<file path="src/rtl/r_exec_ctrl.sv">
// r_exec_ctrl
//   Multi-cycle execute sequencer for R-type instructions. Accepts one
//   instruction per handshake, reads rs/rt from the register file, presents
//   the instruction and operands to the combinational R_ALU, captures the
//   result and writes it back to rd. Only one instruction is in flight at a
//   time, so write-back always completes before the next read.
//
// Ports:
//   clk, rst_n              clock, asynchronous active-low reset
//   inst_valid/inst_ready   instruction handshake (ready only in IDLE)
//   inst_in                 32-bit instruction word
//   rf_raddr1/2, rf_rdata1/2  register-file read port (rs, rt)
//   alu_inst, alu_i1, alu_i2, alu_shift  R_ALU inputs
//   alu_out                 combinational R_ALU result
//   rf_we, rf_waddr, rf_wdata  register-file write port (rd)
//   busy                    high in every state except IDLE
//   done                    one-cycle pulse when an instruction retires
//   illegal                 one-cycle pulse when a non-R-type is rejected

module r_exec_ctrl #(
    parameter int RF_RD_LAT = 1
) (
    input  logic        clk,
    input  logic        rst_n,
    input  logic        inst_valid,
    output logic        inst_ready,
    input  logic [31:0] inst_in,
    output logic [4:0]  rf_raddr1,
    output logic [4:0]  rf_raddr2,
    input  logic [31:0] rf_rdata1,
    input  logic [31:0] rf_rdata2,
    output logic [31:0] alu_inst,
    output logic [31:0] alu_i1,
    output logic [31:0] alu_i2,
    output logic [4:0]  alu_shift,
    input  logic [31:0] alu_out,
    output logic        rf_we,
    output logic [4:0]  rf_waddr,
    output logic [31:0] rf_wdata,
    output logic        busy,
    output logic        done,
    output logic        illegal
);

    typedef enum logic [1:0] {
        IDLE = 2'd0,
        READ = 2'd1,
        EXEC = 2'd2,
        WB   = 2'd3
    } state_t;

    // The counter counts the remaining read-latency cycles; a latency of 1
    // means the operands are latched on the first edge spent in READ.
    localparam logic [1:0] WAIT_INIT = 2'(RF_RD_LAT - 1);

    state_t      state;
    logic [31:0] inst_q;
    logic [31:0] op1_q;
    logic [31:0] op2_q;
    logic [31:0] result_q;
    logic [1:0]  wait_cnt;
    logic        we_q;
    logic        done_q;
    logic        illegal_q;

    // Everything the outside world sees is decoded from registers, so the
    // read address, ALU inputs and write port are glitch-free and hold
    // their values between instructions.
    assign inst_ready = (state == IDLE);
    assign busy       = (state != IDLE);
    assign rf_raddr1  = inst_q[25:21];
    assign rf_raddr2  = inst_q[20:16];
    assign alu_inst   = inst_q;
    assign alu_i1     = op1_q;
    assign alu_i2     = op2_q;
    assign alu_shift  = inst_q[10:6];
    assign rf_waddr   = inst_q[15:11];
    assign rf_wdata   = result_q;
    assign rf_we      = we_q;
    assign done       = done_q;
    assign illegal    = illegal_q;

    // Single sequencer. The pulse outputs default low every cycle and are
    // set on the edge entering the cycle in which they must be visible:
    // done/rf_we on the EXEC->WB edge, illegal on the rejecting edge.
    always_ff @(posedge clk or negedge rst_n) begin
        if (!rst_n) begin
            state     <= IDLE;
            inst_q    <= '0;
            op1_q     <= '0;
            op2_q     <= '0;
            result_q  <= '0;
            wait_cnt  <= '0;
            we_q      <= 1'b0;
            done_q    <= 1'b0;
            illegal_q <= 1'b0;
        end else begin
            we_q      <= 1'b0;
            done_q    <= 1'b0;
            illegal_q <= 1'b0;
            case (state)
                IDLE: begin
                    if (inst_valid) begin
                        inst_q <= inst_in;
                        if (inst_in[31:26] == 6'd0) begin
                            wait_cnt <= WAIT_INIT;
                            state    <= READ;
                        end else begin
                            illegal_q <= 1'b1;
                        end
                    end
                end
                READ: begin
                    if (wait_cnt == 2'd0) begin
                        op1_q <= rf_rdata1;
                        op2_q <= rf_rdata2;
                        state <= EXEC;
                    end else begin
                        wait_cnt <= wait_cnt - 2'd1;
                    end
                end
                EXEC: begin
                    result_q <= alu_out;
                    done_q   <= 1'b1;
                    // r0 is hard-wired zero, so a write to it is suppressed
                    // while the instruction still retires normally.
                    we_q     <= (inst_q[15:11] != 5'd0);
                    state    <= WB;
                end
                WB: begin
                    state <= IDLE;
                end
                default: begin
                    state <= IDLE;
                end
            endcase
        end
    end

endmodule

</file>
<file path="config.mk">
export PLATFORM = sky130hd
export DESIGN_NAME = r_exec_ctrl
export DESIGN_NICKNAME = d
export VERILOG_FILES = /design/src/rtl/r_exec_ctrl.sv
export SDC_FILE = /design/constraint.sdc
export NUM_CORES = 1
export LEC_CHECK = 0
export ABC_CLOCK_PERIOD_IN_PS = 3430
export BUFFER_PORTS_ARGS = -buffer_cell sky130_fd_sc_hd__buf_2
export CELL_PAD_IN_SITES_DETAIL_PLACEMENT = 1
export CELL_PAD_IN_SITES_GLOBAL_PLACEMENT = 2
export CORE_MARGIN = 3
export CORE_UTILIZATION = 30
export CTS_CLUSTER_DIAMETER = 200
export DETAILED_ROUTE_END_ITERATION = 8
export HOLD_SLACK_MARGIN = 0.05
export PLACE_DENSITY = 0.83
export SLEW_MARGIN = 10
export SYNTH_ARGS = -nofsm -noshare
export SYNTH_HDL_FRONTEND = slang
export SYNTH_SLANG_ARGS = --single-unit
</file>
<file path="constraint.sdc">
create_clock -name clk -period 3.43 [get_ports clk]
set_input_delay 0 -clock clk [delete_from_list [all_inputs] [get_ports clk]]
set_output_delay 0 -clock clk [all_outputs]
set_load 0.01 [all_outputs]
</file>
==> results of run 1 <==
power breakdown:
part / switching (mW) / internal, mW
registers: 0.464 / 2.43
logic: 1.64 / 1.76
clock network: 0.650 / 0.950
total: 2.75 / 5.14
worst min-delay path: cells and delay by family:
kind | cells | cell delay [ns]
buffers and inverters | 1 | 0.11
AOI/OAI and AO/OA | 1 | 0.09
and+or+nand+nor | 2 | 0.30
state kept, by name, indices dropped and copies added (netlist names):
| name | count |
|---|---|
| done | 1 |
| rf_we | 1 |
| alu_inst | 32 |
| wait_cnt | 2 |
| alu_i2 | 32 |
| illegal | 1 |
| state | 2 |
| rf_wdata | 32 |
| alu_i1 | 32 |
synth_stat cells, drive strengths merged (2+ instances only):
library cell / count
inv: 5
nand3: 2
dfrtp: 135
or4: 3
nor2b: 2
mux2: 129
buf: 23
or4b: 2
nand2: 2
ha: 4
clkbuf: 11
layer usage:
layer / share of wire, % / vias up
met1: 35 / 2168
li1: - / 1954
met3: 6.6 / 32
met5: 0 / -
met2: 56 / 189
met4: 2.7 / 0
cell families after synthesis:
group                    share of synthesized area, %
flip-flops                                       63.9
adder cells (fa/ha/maj)                         0.947
AO/OA/AOI/OAI                                    1.40
AND/OR/NAND/NOR                                  2.04
multiplexers                                     27.5
buffers and inverters                            4.19
how the worst max path moves through the flow:
stage,depth (start not counted),end,start
floorplan,6,alu_inst[10],state[0]
detailed placement,5,alu_inst[18],state[0]
global placement,5,alu_inst[18],state[0]
global route,5,alu_inst[12],state[0]
CTS,5,alu_inst[4],state[0]
finish,5,alu_inst[16],state[0]
stage by stage:
step	hold WS, ns	setup slack (ns)	cells
floorplan	-0.296	1.59	332
global placement	0.118	1.51	805
detailed placement	0.131	1.37	805
CTS	0.106	1.36	964
global route	0.127	1.23	965
finish	0.138	1.39	966
final cells by class:
| type | instances | share of cell area, % |
|---|---|---|
| timing repair buffer | 416 | 31.9 |
| tap | 220 | 3.19 |
| clock inverter | 8 | 0.609 |
| clock buffer | 22 | 5.38 |
| antenna | 2 | 0.0580 |
| sequential | 135 | 39.1 |
| inverter | 5 | 0.217 |
| multi-input combinational | 158 | 19.6 |
timing repair:
action | CTS | global route
hold buffers | 129 | 0
setup endpoints to repair | 0 | 0
resized for setup | 0 | 0
hold endpoints to repair | 189 | 0
==> results.json, run 1 <==
{
  "grt_setup_unrepaired": "false",
  "drtIter0Drc": 92,
  "synth-main-ff-cell": "dfrtp_1",
  "vdd_ir_drop_max_uv": 357,
  "pin_count": 284,
  "port_buffers": 283,
  "fin_nets": 868,
  "crit_fanout": 25,
  "cp.arrival_ns": 2.33,
  "async_reset_ff_share_pct": 100,
  "setup_violations": 0,
  "worst_pin_slew_ns": 0.875,
  "first_global_vias": 5157,
  "rr_worst_depth": 5,
  "cts.htree.levels": 4,
  "grt_util_met3_pct": 6.03,
  "design.die.area_um2": 19200,
  "crit_family": "buffers and inverters",
  "drc": 0,
  "cts.sinks": 135,
  "cp.buffers_inverters": 2,
  "reg2reg_to": "alu_inst[16]",
  "slew_headroom_pct": 41.6,
  "hold_depth": 4,
  "row_count": 47,
  "p_per_area_nw_per_um2": 914,
  "period_share_pct": 59.5,
  "gr-total-overflow": 0,
  "placed_area_um2": 6820,
  "syn-num-nets": 467,
  "core-area_um2": 16900,
  "grt_pass1_wl_mm": 27.4,
  "synth_area_um2": 5280,
  "synth.distinct_cells": 28,
  "power.total_mw": 7.89,
  "dr.pass1.iters": 4,
  "hold_viol": 0,
  "vias": 4343,
  "drv_cap": 0,
  "gr-usage-all-layers_pct": 17.9,
  "synthToLayoutAreaGrowth_pct": 63.4,
  "grtUsageMet1_pct": 18.1,
  "grt_max_degree": 77,
  "finalCriticalPeriod_ns": 2.04,
  "r2r-start": "state[0]",
  "wl_per_cell_um": 18.0,
  "via_per_inst": 4.50,
  "ys_seq_elements": 135,
  "path_cells": "inv_1 > ha_1 > nand2_1 > buf_4 > mux2_2",
  "top_usage_layer": "met2",
  "wirelength_mm": 17.3,
  "cts_setup_buffers": 0,
  "drv_slew": 0,
  "slowest_delay_ns": 0.38,
  "synthCells": 332,
  "cp-start-kind": "flip-flop",
  "layout_common_cells": "282 x buf_2, 135 x dfrtp_1, 129 x mux2_2, 129 x dlygate4sd3_1, 17 x clkbuf_16",
  "reg2reg_slack_ns": 1.39,
  "layout_commonest_cell": "buf_2",
  "finClkSkew_ns": 0.00610,
  "fp.dieH_um": 139,
  "grt_antenna_before_repair": 1,
  "die_w_um": 139,
  "clockBufferDepth": 2,
  "cp.required_ns": 3.72,
  "fmax_mhz": 490,
  "drive_above_1_share_pct": 60.2,
  "grtUsageMet2_pct": 33.9,
  "seq_area_frac_synth_pct": 63.9,
  "min-delay-start": "inst_valid",
  "crit_type": "reg -> reg",
  "hpwl_mm": 11.1,
  "cts_tree": "yes",
  "synth_top_area_share_pct": 63.9,
  "multi_input_area_um2": 1690,
  "fin_area_um2": 8640,
  "synth-edff-count": 0,
  "synthTopCellsByArea": "dfrtp_1 64%, mux2_2 27%, buf_4 2.8%, ha_1 0.95%, clkbuf_1 0.78%",
  "drt.antenna.violating_nets": 0,
  "clk_pin_slew_ns": 0.05,
  "insertion_delay_ns": 0.41,
  "seqCellArea_um2": 3380,
  "fin_util_pct": 51.0,
  "yosysWarningCount": 0,
  "gp_congestion": 0.752,
  "outcome": "complete, no violations",
  "worst_setup_path_end_kind": "flip-flop",
  "initial_core_util_pct": 31.2,
  "power.leakage_nw": 4.13,
  "hold_class": "in -> reg",
  "cts_root_buf": "clkbuf_16",
  "fillCellCount": 1791,
  "cts_buffers": 17,
  "syn_area_per_cell_um2": 15.9,
  "hold_path_end": "wait_cnt[0]",
  "netlist.top_cell.by_area": "dfrtp_1",
  "fin_setup_tns_ns": 0,
  "slowest_stage": "dfrtp_1"
}
(Power assumes the default switching activity.)
==> run 2, diff against run 1 <==
ABC_CLOCK_PERIOD_IN_PS = 1800   (was 3430)
CORE_UTILIZATION = 25   (was 30)
PLACE_DENSITY = 0.74   (was 0.83)
clock period = 1.8 ns   (was 3.43 ns; I/O delays follow)
==> run 2 against run 1 <==
First-iteration DRC count fell by 13%. Flip-flop and latch count stayed put. Die area is 19% higher. Combinational power grew 93%. Sequential power increased by 90%. Non-clock buffer count rose by 5. Maximum frequency is 20% higher. Global-route usage shrank 3.5 points. Worst hold slack worse by 0.029 ns. Final area is 2.8% higher.
==> results.json, run 2 (same netlist as run 1, synthesis figures left out) <==
{
  "outcome": "complete, no violations",
  "grt_pass1_wl_mm": 25.6,
  "cts_buffers": 17,
  "worst_setup_path_end_kind": "flip-flop",
  "fin_nets": 873,
  "gr-usage-all-layers_pct": 14.4,
  "gr-total-overflow": 0,
  "worst_pin_slew_ns": 0.491,
  "drtIter0Drc": 80,
  "period_share_pct": 94.1,
  "drive_above_1_share_pct": 61.1,
  "drv_slew": 0,
  "die_w_um": 151,
  "wl_per_cell_um": 16.5,
  "fmax_mhz": 590,
  "cp-start-kind": "flip-flop",
  "power_switching_mw": 5.33,
  "p_per_area_nw_per_um2": 1760,
  "diodes": 0,
  "slew_headroom_pct": 67.3,
  "insertion_delay_ns": 0.41,
  "core-area_um2": 20500,
  "cp.arrival_ns": 2.04,
  "vdd_ir_drop_max_uv": 640,
  "hpwl_mm": 11.0,
  "fin_setup_tns_ns": 0,
  "pin_count": 284,
  "design.die.area_um2": 22900,
  "drc": 0,
  "grt_max_degree": 50,
  "power_frac_seq_pct": 35.2,
  "switching_share_pct": 34.1,
  "hold_class": "in -> async",
  "grt_setup_unrepaired": "false",
  "finalCriticalPeriod_ns": 1.69,
  "vias": 4352,
  "placed_area_um2": 6980,
  "slowest_stage": "or4b_2",
  "cp.required_ns": 2.15,
  "fp.dieH_um": 151,
  "pwr-share-clk_pct": 22.8,
  "hold_viol": 0,
  "p_int_mw": 10.3,
  "cts_tree": "yes",
  "cts_root_buf": "clkbuf_16",
  "clk_pin_slew_ns": 0.06,
  "finClkSkew_ns": 0.00967,
  "setup_violations": 0,
  "dr.pass1.iters": 4,
  "grt_antenna_before_repair": 0,
  "layout_common_cells": "282 x buf_2, 135 x dfrtp_1, 129 x mux2_2, 129 x dlygate4sd3_1, 17 x clkbuf_16",
  "crit_fanout": 8,
  "slowest_delay_ns": 0.62,
  "synthToLayoutAreaGrowth_pct": 68.1,
  "cts.sinks": 135,
  "drv_cap": 0,
  "path_cells": "inv_1 > ha_1 > or4b_2 > o311a_1 > nand3_1",
  "cts.htree.levels": 4,
  "row_count": 52,
  "p_comb_share_pct": 42.0,
  "initial_core_util_pct": 25.8,
  "clockBufferDepth": 2,
  "first_global_vias": 4964,
  "port_buffers": 283,
  "power.leakage_nw": 4.21,
  "wirelength_mm": 16.9,
  "fin_area_um2": 8880,
  "crit_type": "reg -> reg",
  "drt.antenna.violating_nets": 0,
  "via_per_inst": 4.26,
  "gp_congestion": 0.725,
  "layout_commonest_cell": "buf_2"
}
## run 2: cell types whose count changed in the layout (fill, tap and decap cells not counted), sizes merged
cell,change
buf,+5
inv,+3
bufinv,+2
clkbuf,-2
clkinv,-2
diode,-2
clkinvlp,+1
## run 2: repair_timing
action | CTS | global route
gates resized for setup | 0 | 2
hold endpoints to repair | 266 | 0
setup buffers | 0 | 0
hold buffers | 129 | 0
setup endpoints to repair | 0 | 27
## run 2: critical path: cells and delay by family, from the launching register on
family / cells / cell delay, ns
fa+ha+maj: 1 / 0.30
flops: 1 / 0.39
compound gates: 1 / 0.16
simple gates: 2 / 0.71
buf+inv: 1 / 0.09
## run 2: final timing paths
check                      slack (ns)  cells after the start   startpoint            to
setup / recovery                 0.11                      5     state[1]   wait_cnt[0]
hold / removal                   0.11                      2        rst_n  alu_inst[24]
setup reg to reg                 0.11                      5     state[1]   wait_cnt[0]
hold reg to reg                  0.50                      1  alu_inst[2]   alu_inst[2]
max in group asynchronous        1.03                      3        rst_n    alu_i1[24]
min in group clk                 0.13                      4   inst_valid       illegal
## run 2: routing by layer
layer,global-route usage (%),vias up,wire length [µm]
li1,-,1967,-
met1,15.3,2182,6290
met2,26.3,181,8970
met3,5.00,22,1270
met4,5.08,0,327
met5,0,-,0
## run 2: final cells by class
class                           count  area [µm²]
Clock buffer                       20         467
Tap cell                          270         338
Clock inverter                     12         140
Fill cell                        2200       11600
Sequential cell                   135        3380
Timing Repair Buffer              421        2850
Inverter                            5        18.8
Multi-Input combinational cell    158        1690
## run 2: power by group through the flow
stage	Combinational (mW)	Sequential, mW	Clock (mW)
CTS	6.61	5.47	3.65
global placement	6.22	5.39	0
floorplan	3.12	6.16	0
global route	7.14	5.69	3.82
detailed placement	6.39	5.49	0
finish	6.56	5.49	3.55
## run 2: metrics by stage
stage          power, mW  hold WS (ns)  setup WS, ns  cells  utilization [%]
3_5_place_dp        11.9       -0.0132        0.0807    860             34.0
6_report            15.6         0.109         0.106   1021             43.3
2_1_floorplan       9.28        -0.296        0.0599    332                -
4_1_cts             15.7         0.114        0.0637   1021             43.3
5_1_grt             16.6         0.147        0.0286   1021             43.3
3_3_place_gp        11.6       -0.0200         0.165    860             34.0
==> run 3, diff against run 2 <==
PLACE_DENSITY = 0.75   (was 0.74)
==> run 3 against run 2 <==
Non-clock buffer count is the same. Die area is the same. Register-to-register slack about the same. Critical path depth unchanged. Core utilization decreased by 0.15 points. Via count down 0.99%.
==> results.json, run 3 (same netlist as run 1, synthesis figures left out) <==
{
  "outcome": "complete, no violations",
  "drv_slew": 0,
  "power.leakage_nw": 4.20,
  "slew_headroom_pct": 71.2,
  "period_share_pct": 94.5,
  "fp.dieH_um": 151,
  "die_w_um": 151,
  "drc": 0,
  "hold_class": "in -> async",
  "row_count": 52,
  "power.total_mw": 15.5,
  "path_cells": "inv_1 > ha_1 > or4b_2 > o311a_1 > nand3_1",
  "wirelength_mm": 17.1,
  "cp.buffers_inverters": 1,
  "gr-usage-all-layers_pct": 14.7,
  "fmax_mhz": 588,
  "cp.required_ns": 2.14,
  "layout_commonest_cell": "buf_2",
  "layout_common_cells": "282 x buf_2, 135 x dfrtp_1, 130 x dlygate4sd3_1, 129 x mux2_2, 17 x clkbuf_16",
  "slowest_stage": "or4b_2",
  "worst_setup_path_end_kind": "flip-flop",
  "cp.arrival_ns": 2.04,
  "worst_pin_slew_ns": 0.432,
  "initial_core_util_pct": 25.8,
  "gr-total-overflow": 0,
  "crit_fanout": 8,
  "fin_setup_tns_ns": 0,
  "grt_max_degree": 48,
  "multi_input_area_um2": 1690,
  "grt_setup_unrepaired": "false",
  "finClkSkew_ns": 0.00621,
  "slowest_delay_ns": 0.61,
  "drv_cap": 0,
  "vdd_ir_drop_max_uv": 687,
  "drtIter0Drc": 37,
  "cts_root_buf": "clkbuf_16",
  "port_buffers": 283,
  "drt.antenna.violating_nets": 0,
  "synthToLayoutAreaGrowth_pct": 67.5,
  "pin_count": 284,
  "hpwl_mm": 11.2,
  "clk_pin_slew_ns": 0.06,
  "setup_violations": 0,
  "dr.pass1.iters": 3,
  "cts.htree.levels": 4,
  "seqCellArea_um2": 3380,
  "cts.sinks": 135,
  "wl_per_cell_um": 16.8,
  "insertion_delay_ns": 0.40,
  "fillCellCount": 2180,
  "drive_above_1_share_pct": 60.7,
  "cts_buffers": 17,
  "crit_type": "reg -> reg",
  "gp_congestion": 0.705,
  "finalCriticalPeriod_ns": 1.70,
  "vias": 4309,
  "core-area_um2": 20500,
  "clockBufferDepth": 2,
  "first_global_vias": 5018,
  "via_per_inst": 4.22,
  "cts_tree": "yes",
  "crit_family": "simple AND/OR/NAND/NOR gates",
  "cp-start-kind": "flip-flop",
  "hold_viol": 0,
  "grt_pass1_wl_mm": 26.0,
  "grt_antenna_before_repair": 1,
  "fin_nets": 873,
  "p_per_area_nw_per_um2": 1750,
  "design.die.area_um2": 22900
}
## run 3: layout make-up
type	instances	share of cell area (%)
clock inverter	11	1.41
tap	270	3.82
sequential	135	38.2
multi-input combinational	158	19.1
inverter	5	0.212
timing repair buffer	421	32.2
antenna	1	0.0283
clock buffer	20	5.05
## run 3: power breakdown
group          switching, mW  internal (mW)  total [mW]
clock                   1.32           2.08        3.40
combinational           3.12           3.47        6.59
sequential             0.861           4.63        5.49
total                   5.30           10.2        15.5
## run 3: timing repair
item                       in CTS  in global routing
hold endpoints to repair      264                  0
setup endpoints to repair       0                 17
buffers inserted                0                  1
hold buffers                  130                  0
resized for setup               0                  1
## run 3: per-layer routing
| layer | GRT usage, % | up-vias | part of all wire, % | wire length [µm] |
|---|---|---|---|---|
| met5 | 0 | - | 0 | 0 |
| met4 | 5.21 | 0 | 2.3 | 399 |
| met3 | 5.72 | 28 | 7.8 | 1330 |
| met2 | 27.7 | 181 | 54 | 9310 |
| met1 | 14.5 | 2136 | 36 | 6090 |
| li1 | - | 1964 | - | - |
## run 3: worst reg2reg max path, delay by kind of cell (launching register included)
| kind | cells | cell delay (ns) |
|---|---|---|
| buf+inv | 1 | 0.09 |
| fa+ha+maj | 1 | 0.30 |
| flops | 1 | 0.40 |
| simple gates | 2 | 0.70 |
| compound gates | 1 | 0.15 |
## run 3: stage by stage
step	worst slack, ns	instance area, µm²	hold slack (ns)	utilization (%)	std cells
floorplan	0.0599	5290	-0.296	-	332
global placement	0.148	6960	-0.0457	34.0	858
detailed placement	0.0571	6960	-0.0426	34.0	858
CTS	0.0375	8830	0.0875	43.1	1019
global route	0.00250	8850	0.123	43.2	1021
finish	0.0985	8850	0.0904	43.2	1021
## run 3: path summary, 6_finish.rpt
path	startpoint	end	slack (ns)	cells past startpoint
hold / removal	rst_n	alu_i2[1]	0.09	2
setup / recovery	state[1]	wait_cnt[0]	0.1	5
setup reg to reg	state[1]	wait_cnt[0]	0.1	5
hold reg to reg	alu_i1[25]	alu_i1[25]	0.50	1
max in group asynchronous	rst_n	alu_i1[7]	1.09	3
min in group clk	inst_valid	illegal	0.12	4
